[src/rtl/fsbus_arbiter.sv]
// Round-robin two-master controller for the shared flash/SSRAM bus.
// Sequences SSRAM pipelined accesses and flash strobe accesses; every output is a flop.
module fsbus_arbiter #(
  parameter int FLASH_WAIT = 6
) (
  input  logic        clk,
  input  logic        rst,
  input  logic        m0_req,
  input  logic        m0_we,
  input  logic [26:0] m0_addr,
  input  logic [3:0]  m0_be,
  input  logic [31:0] m0_wdata,
  output logic        m0_ack,
  input  logic        m1_req,
  input  logic        m1_we,
  input  logic [26:0] m1_addr,
  input  logic [3:0]  m1_be,
  input  logic [31:0] m1_wdata,
  output logic        m1_ack,
  output logic [31:0] rdata,
  output logic [26:0] fs_addr,
  output logic [31:0] fs_dout,
  output logic        fs_oe,
  input  logic [31:0] fs_din,
  output logic        ssram0_ce_n,
  output logic        ssram1_ce_n,
  output logic        ssram_adsp_n,
  output logic        ssram_oe_n,
  output logic        ssram_we_n,
  output logic [3:0]  ssram_be_n,
  output logic        fl_ce_n,
  output logic        fl_oe_n,
  output logic        fl_we_n
);

  localparam int CW = (FLASH_WAIT > 1) ? $clog2(FLASH_WAIT) : 1;
  localparam logic [CW-1:0] CNT_LOAD = CW'(FLASH_WAIT - 1);

  localparam logic [2:0] S_IDLE      = 3'd0;
  localparam logic [2:0] S_SS_ADDR   = 3'd1;
  localparam logic [2:0] S_SS_WAIT   = 3'd2;
  localparam logic [2:0] S_SS_DATA   = 3'd3;
  localparam logic [2:0] S_FL_SETUP  = 3'd4;
  localparam logic [2:0] S_FL_STROBE = 3'd5;
  localparam logic [2:0] S_FL_HOLD   = 3'd6;
  localparam logic [2:0] S_DONE      = 3'd7;

  logic [2:0]    state_q, state_d;
  logic [CW-1:0] cnt_q, cnt_d;
  logic          gnt_q, gnt_d;
  logic          last_q, last_d;
  logic          we_q, we_d;
  logic [26:0]   addr_q, addr_d;
  logic [3:0]    be_q, be_d;
  logic [31:0]   wdata_q, wdata_d;
  logic [31:0]   rdata_q, rdata_d;

  logic [26:0]   fs_addr_q, fs_addr_d;
  logic [31:0]   fs_dout_q, fs_dout_d;
  logic          fs_oe_q, fs_oe_d;
  logic          ss0_ce_n_q, ss0_ce_n_d;
  logic          ss1_ce_n_q, ss1_ce_n_d;
  logic          adsp_n_q, adsp_n_d;
  logic          ss_oe_n_q, ss_oe_n_d;
  logic          ss_we_n_q, ss_we_n_d;
  logic [3:0]    ss_be_n_q, ss_be_n_d;
  logic          fl_ce_n_q, fl_ce_n_d;
  logic          fl_oe_n_q, fl_oe_n_d;
  logic          fl_we_n_q, fl_we_n_d;
  logic [1:0]    ack_q, ack_d;

  // Sequencing, arbitration and data capture.
  always_comb begin
    // NOTE: every always_comb target gets a default first so no path can infer a latch.
    state_d = state_q;
    cnt_d   = cnt_q;
    gnt_d   = gnt_q;
    last_d  = last_q;
    we_d    = we_q;
    addr_d  = addr_q;
    be_d    = be_q;
    wdata_d = wdata_q;
    rdata_d = rdata_q;
    case (state_q)
      S_IDLE: begin
        if (m0_req || m1_req) begin
          // last_q holds the master granted last; a contested grant goes to the other one.
          gnt_d   = (m0_req && m1_req) ? ~last_q : m1_req;
          last_d  = gnt_d;
          we_d    = gnt_d ? m1_we    : m0_we;
          addr_d  = gnt_d ? m1_addr  : m0_addr;
          be_d    = gnt_d ? m1_be    : m0_be;
          wdata_d = gnt_d ? m1_wdata : m0_wdata;
          state_d = addr_d[26] ? S_FL_SETUP : S_SS_ADDR;
        end
      end
      S_SS_ADDR: state_d = we_q ? S_DONE : S_SS_WAIT;
      S_SS_WAIT: state_d = S_SS_DATA;
      S_SS_DATA: begin
        rdata_d = fs_din;
        state_d = S_DONE;
      end
      S_FL_SETUP: begin
        cnt_d   = CNT_LOAD;
        state_d = S_FL_STROBE;
      end
      S_FL_STROBE: begin
        if (cnt_q == '0) begin
          if (!we_q) rdata_d = fs_din;
          state_d = S_FL_HOLD;
        end else begin
          cnt_d = cnt_q - 1'b1;
        end
      end
      S_FL_HOLD: state_d = S_DONE;
      default:   state_d = S_IDLE;
    endcase
  end

  // Pins are decoded from the next state so the registered outputs line up with the state.
  always_comb begin
    fs_addr_d  = fs_addr_q;
    fs_dout_d  = fs_dout_q;
    fs_oe_d    = 1'b0;
    ss0_ce_n_d = 1'b1;
    ss1_ce_n_d = 1'b1;
    adsp_n_d   = 1'b1;
    ss_oe_n_d  = 1'b1;
    ss_we_n_d  = 1'b1;
    ss_be_n_d  = 4'hf;
    fl_ce_n_d  = 1'b1;
    fl_oe_n_d  = 1'b1;
    fl_we_n_d  = 1'b1;
    ack_d      = 2'b00;
    case (state_d)
      S_SS_ADDR: begin
        fs_addr_d  = addr_d;
        ss0_ce_n_d = addr_d[21];
        ss1_ce_n_d = ~addr_d[21];
        adsp_n_d   = 1'b0;
        ss_be_n_d  = ~be_d;
        if (we_d) begin
          ss_we_n_d = 1'b0;
          fs_oe_d   = 1'b1;
          fs_dout_d = wdata_d;
        end else begin
          ss_oe_n_d = 1'b0;
        end
      end
      S_SS_WAIT, S_SS_DATA: ss_oe_n_d = 1'b0;
      S_FL_SETUP, S_FL_STROBE, S_FL_HOLD: begin
        fs_addr_d = addr_d;
        fl_ce_n_d = 1'b0;
        if (we_d) begin
          fs_oe_d   = 1'b1;
          fs_dout_d = wdata_d;
        end
        if (state_d == S_FL_STROBE) begin
          fl_we_n_d = ~we_d;
          fl_oe_n_d = we_d;
        end
      end
      S_DONE:  ack_d[gnt_d] = 1'b1;
      default: ;
    endcase
  end

  // NOTE: sequential state uses non-blocking assignments only; reset is synchronous.
  always_ff @(posedge clk) begin
    if (rst) begin
      state_q    <= S_IDLE;
      cnt_q      <= '0;
      gnt_q      <= 1'b0;
      last_q     <= 1'b1;
      we_q       <= 1'b0;
      addr_q     <= '0;
      be_q       <= '0;
      wdata_q    <= '0;
      rdata_q    <= '0;
      fs_addr_q  <= '0;
      fs_dout_q  <= '0;
      fs_oe_q    <= 1'b0;
      ss0_ce_n_q <= 1'b1;
      ss1_ce_n_q <= 1'b1;
      adsp_n_q   <= 1'b1;
      ss_oe_n_q  <= 1'b1;
      ss_we_n_q  <= 1'b1;
      ss_be_n_q  <= 4'hf;
      fl_ce_n_q  <= 1'b1;
      fl_oe_n_q  <= 1'b1;
      fl_we_n_q  <= 1'b1;
      ack_q      <= 2'b00;
    end else begin
      state_q    <= state_d;
      cnt_q      <= cnt_d;
      gnt_q      <= gnt_d;
      last_q     <= last_d;
      we_q       <= we_d;
      addr_q     <= addr_d;
      be_q       <= be_d;
      wdata_q    <= wdata_d;
      rdata_q    <= rdata_d;
      fs_addr_q  <= fs_addr_d;
      fs_dout_q  <= fs_dout_d;
      fs_oe_q    <= fs_oe_d;
      ss0_ce_n_q <= ss0_ce_n_d;
      ss1_ce_n_q <= ss1_ce_n_d;
      adsp_n_q   <= adsp_n_d;
      ss_oe_n_q  <= ss_oe_n_d;
      ss_we_n_q  <= ss_we_n_d;
      ss_be_n_q  <= ss_be_n_d;
      fl_ce_n_q  <= fl_ce_n_d;
      fl_oe_n_q  <= fl_oe_n_d;
      fl_we_n_q  <= fl_we_n_d;
      ack_q      <= ack_d;
    end
  end

  assign m0_ack       = ack_q[0];
  assign m1_ack       = ack_q[1];
  assign rdata        = rdata_q;
  assign fs_addr      = fs_addr_q;
  assign fs_dout      = fs_dout_q;
  assign fs_oe        = fs_oe_q;
  assign ssram0_ce_n  = ss0_ce_n_q;
  assign ssram1_ce_n  = ss1_ce_n_q;
  assign ssram_adsp_n = adsp_n_q;
  assign ssram_oe_n   = ss_oe_n_q;
  assign ssram_we_n   = ss_we_n_q;
  assign ssram_be_n   = ss_be_n_q;
  assign fl_ce_n      = fl_ce_n_q;
  assign fl_oe_n      = fl_oe_n_q;
  assign fl_we_n      = fl_we_n_q;

endmodule

[config.mk]
export PLATFORM = sky130hd
export DESIGN_NAME = fsbus_arbiter
export DESIGN_NICKNAME = d
export VERILOG_FILES = /design/src/rtl/fsbus_arbiter.sv
export SDC_FILE = /design/constraint.sdc
export NUM_CORES = 1
export LEC_CHECK = 0
export CAP_MARGIN = 20
export CORE_MARGIN = 8
export CORE_UTILIZATION = 26
export CTS_CLUSTER_SIZE = 8
export DETAILED_ROUTE_END_ITERATION = 10
export DONT_BUFFER_PORTS = 1
export PLACE_DENSITY = 0.42
export RECOVER_POWER = 50
export SLEW_MARGIN = 20
export SYNTH_ARGS = -nofsm -noshare
export SYNTH_HDL_FRONTEND = slang
export SYNTH_SLANG_ARGS = --single-unit
[constraint.sdc]
create_clock -name clk -period 5.2 [get_ports clk]
set_input_delay 1.04 -clock clk [delete_from_list [all_inputs] [get_ports clk]]
set_output_delay 1.04 -clock clk [all_outputs]
set_load 0.1 [all_outputs]
# Yosys cells after proc, flatten, opt, wreduce, memory -nomap -nowiden
# Index checks and enable logic that the tools add are counted.
[op_classes]
add_sub_neg = 1
order_cmp = 2
eq_ne = 16
mux = 32
bitwise = 9
reduce_logical = 19
[ops]
columns = ["op", "count"]
rows = [
  ["$mux 32", 5],
  ["$mux 27", 3],
  ["$pmux 32 s2", 1],
  ["$eq 3x3->1 const B", 7],
  ["$pmux 3 s6", 1],
  ["$mux 3", 5],
  ["$eq 3x2->1 const B", 4],
  ["$mux 4", 3],
  ["$mux 1", 11],
  ["$reduce_or 2->1", 5],
  ["$not 1->1", 8],
  ["$eq 3x1->1 const B", 2],
  ["$logic_not 3->1", 2],
  ["$ne 2x2->1 const B", 3],
  ["$pmux 3 s2", 1],
  ["$reduce_and 2->1", 3],
  ["$reduce_or 3->1", 2],
  ["$not 4->4", 1],
  ["$reduce_bool 2->1", 2],
  ["$reduce_or 4->1", 1],
  ["$reduce_and 3->1", 1],
  ["$sub 3x1->3 const B", 1],
  ["$logic_and 1x1->1", 2],
  ["$lt 1x2->1 const B", 1],
  ["4 further kinds", 4],
]
[word_totals]
register_bits = 178
inputBits = 164
wordCells = 101

# Longest topological paths before layout
[logic_depth]
ltp_word = 10
ltp_mapped = 7
depth_no_buf = 6

# Worst setup path before layout
# No wires, ideal clock.
[synth_path]
path_type = "input to register"
start = "in m1_req"
end = "reg fs_dout_q[11], in the netlist fs_dout[11]"
setup_ps = 121
arrival_ps = 2384
setup_slack_ps = 2695
path_stages = 7
path_buffers = 3
path_cell_list = "or2_0 > buf_2 > and2_1 > buf_4 > a22oi_4 > buf_6 > mux2_2"
[synth_between]
elab_chain_cells = 9
[synth_lines]
columns = ["element", "line", "text"]
rows = [
  ["start: declaration", "14", "input logic m1_req,"],
  ["$logic_and 1x1->1", "88", "gnt_d = (m0_req && m1_req) ? ~last_q : m1_req;"],
  ["$mux 1", "88", ""],
  ["$mux 27", "91", "addr_d = gnt_d ? m1_addr : m0_addr;"],
  ["$mux 3", "94", "state_d = addr_d[26] ? S_FL_SETUP : S_SS_ADDR;"],
  ["$mux 3", "86", "if (m0_req || m1_req) begin"],
  ["$pmux 3 s6", "84", "case (state_q)"],
  ["$eq 3x3->1 or $eq 3x1->1 (tied branches)", "135", "case (state_d)"],
  ["$reduce_or 4->1 (no source line)", "n/a", ""],
  ["$reduce_and 2->1 (no source line)", "n/a", ""],
  ["end signal: assignment", "204", "fs_dout_q <= fs_dout_d;"],
  ["end: declaration", "59", "logic [31:0] fs_dout_q, fs_dout_d;"],
]
# Parallel ways exist; a longest one is shown, timed or not.
# A chain may end at the register's enable or synchronous reset.

# Worst setup path in the final report
[layout_path]
start = "reg cnt_q[0]"
end = "reg rdata_q[0], in the netlist rdata[0]"
[layout_between]
elab_chain_cells = 3
[layout_lines]
columns = ["element", "line", "text"]
rows = [
  ["start: declaration", "49", "logic [CW-1:0] cnt_q, cnt_d;"],
  ["start signal: assignment", "195", "cnt_q <= cnt_d;"],
  ["$logic_not 3->1", "108", "if (cnt_q == '0) begin"],
  ["$ne 2x2->1 (no source line)", "n/a", ""],
  ["$reduce_and 3->1 (no source line)", "n/a", ""],
  ["end signal: assignment", "202", "rdata_q <= rdata_d;"],
  ["end: declaration", "56", "logic [31:0] rdata_q, rdata_d;"],
]
# Every way passes these cells.

==> metrics.md <==
| Metric | Value |
|---|---|
| Origin of the critical flop-to-flop path | `cnt_q[0]` |
| Slew headroom | `-0.602` |
| Commonest cells post-synth | `dfxtp_1, nand2b_1, nand2_1, clkbuf_1, mux2i_1` |
| P&R area growth vs syn | `11.4%` |
| Total Wirelength | `~21 mm` |
| Start point of the worst hold path | `be_q[1]` |
| Number of flops mapped to enable cells by yosys | `0` |
| Static Leak | `3.08 nW` |
| Sink Count | `178` |
| Primary FF master, synth | `dfxtp_1` |
| Grt ovf | `0` |
| Worst Path Max Fanout | `32` |
| Grt peak-use layer | `met2` |
| PD cells | `670 nW/um2` |
| Pre-CTS setup slack | `2060 ps` |
| Gr usage total | `0.122` |
| Residual DRC | `0` |
| Synth cell types | `46` |
| Fin cells | `approximately 1100` |
| Crit Path Category | `reg -> reg` |
| FMAX | `288 MHz` |
| Top cell type's share of synthesized area | `0.477` |
| Final Skew | `20.1 ps` |
| Max Cap Violations | `1` |
| Setup TNS | `0 ps` |
| GRT met2 Usage | `0.185` |
| CTS clk-pin slew, worst paths | `about 80 ps` |
| Met3 usage | `0.0494` |
| First-pass GRT wire length | `between 30 and 40 mm` |
| Initial antenna violation count | `0` |
| Ports | `270` |
| Crit path from | `cnt_q[0]` |
| Vias | `5271` |
| Post-CTS sizing | `0` |
| Pins Over Slew Limit | `33` |
| CP Launch Type | `flop` |
| DRT Pass-1 Iters | `5` |
| CTS Hold Buffers Added | `0` |
| Mapped cell area | `approximately 7500 um2` |
| Fraction of registers with async set/reset | `0` |
| DR vias/cell | `4.73` |
| Initial Utilization | `0.262` |
| Largest net degree at the start of global routing | `184` |
| Die W | `~190 um` |
| Synth Net Count | `921` |
| Ant. Diodes | `0` |
| Final setup viols | `0` |
| Met1 usage | `0.159` |
| Final hold violations | `0` |
| Vias in the first global route | `between 5000 and 6000` |
| Failing checks | `max-capacitance violations, max-slew violations` |
| Nets | `approximately 880` |
| Hold WC Path Type | `reg -> reg` |
| Root Driver | `clkbuf_16` |
| Post-CTS Setup Inserts | `0` |
| Setup crit end kind | `flop` |
| Synthesized area per cell | `9.90 um2` |
| Outcome | `finished with violations` |
| CTS tree | `yes` |
| Final Wtd Congestion | `0.678` |
| Critical path arrival | `3670 ps` |
| Max IR drop VDD | `around 0.22 mV` |
| Max clock buf depth | `2` |
| Number of H-tree levels | `4` |
| Share of cells above drive strength 1 | `0.118` |
| Clk_lat worst skew | `430 ps` |
| Gate Count Post-Synth | `around 760` |
| Area leader, netlist | `dfxtp_1` |
| Worst-Margin Slew | `2400 ps` |
| Seq cells post-synth | `178` |
| Yosys Warn Count | `0` |
| Post-DP HPWL | `14.6 mm` |
| I/O Buffers | `0` |
| Req. time, crit path | `between 5000 and 6000 ps` |
| Core Area | `approximately 28000 um2` |
| Filler cells | `3060` |
| Most common cell in the netlist | `dfxtp_1` |
| # placed instances | `1082` |
| Cell row count | `62` |
| Drt first-iter violations | `304` |
| Final ANT Viol Nets | `0` |
| Die area | `between 30000 and 40000 um2` |
| Fin worst setup slack | `1730 ps` |
| Wire per inst | `19.2 um` |
| Post-synthesis sequential area ratio | `0.477` |
| Synth top area cells | `dfxtp_1, nand2b_1, mux2i_1, mux2_2, o32ai_1` |
| RSZ-0062 raised after global routing | `false` |
| Final Critical Period | `approximately 3500 ps` |
| TritonCTS buffer count | `17` |
| Final period util | `0.667` |
| Die Y | `between 150 and 200 um` |
through the flow:
stage	hold slack (ps)	area, um2	utilization	total power [W]
CTS	490	8340	0.293	0.00568
global placement	461	7730	0.272	0.00432
floorplan	448	7470	-	0.00404
detailed placement	472	7730	0.272	0.00433
global route	509	8320	0.292	0.00589
finish	486	8320	0.292	0.00557
worst max-delay path, stage by stage, from the launching register on:
cell and delay (ps):
dfxtp_1 300, inv_1 100, ha_1 210, nor2b_1 270, nand3_1 170, a21boi_4 180, clkbuf_1 1700, mux2i_1 280
final timing paths:
kind | to | slack (ps) | cells past startpoint
worst max-delay path | rdata[0] | 1730 | 7
worst min register to register | be_q[1] | 490 | 2
worst min-delay path | be_q[1] | 490 | 2
worst max register to register | rdata[0] | 1730 | 7
placed cells by master (no fill, tap or decap), drive strengths merged, types with 2 or more instances in the layout:
master   Yosys  layout
dfxtp      178     178
nand2b      97      97
nand2       59      59
mux2i       39      39
mux2        37      37
a21oi       36      36
nor2b       36      36
o32ai       32      32
a211oi      32      32
nand3       28      28
and3b       26      26
a32o        26      26
nor2        18      18
clkbuf      39      18
inv          4      12
buf         28       9
clkinv       0       6
o21ai        5       5
or3          5       5
a22oi        3       3
or2          3       3
nor3         3       3
a21o         2       2
a2bb2oi      2       2
ha           2       2
a21boi       2       2
cell type report:
class,instances,area [um2],area share
well taps,384,480,0.0577
clock buffers,17,425,0.0511
repair buffers,10,71.3,0.00857
clock inverters,15,183,0.0219
multi-input cells,506,3590,0.431
flip-flops and latches,178,3560,0.428
inverters,4,15.0,0.00180
state kept, by name (all words and copies together) (netlist names), 2 cells and up:
register    cells
addr_q         27
ssram_be_n      4
fs_addr        27
be_q            4
wdata_q        32
cnt_q           3
state_q         3
ack_q           2
rdata          32
fs_dout        32
kinds of logic (layout without fill, tap and decap cells):
family,count (synthesis),in the layout,share of synthesized area
flops,178,178,0.477
buf+inv,71,46,0.0444
mux,76,76,0.108
fa+ha+maj,2,2,0.00335
compound gates,148,148,0.152
simple gates,280,280,0.215
per-layer routing:
metal	share of wire	wire length [um]
met5	0	0
met2	0.45	9600
met1	0.45	9560
met3	0.096	2050
met4	0.0084	180
power breakdown:
group | switching, W | internal [W]
registers | 0.00147 | 0.00170
logic | 0.000617 | 0.000476
clock network | 0.000649 | 0.000657
Power figures use the tool's default switching activity.
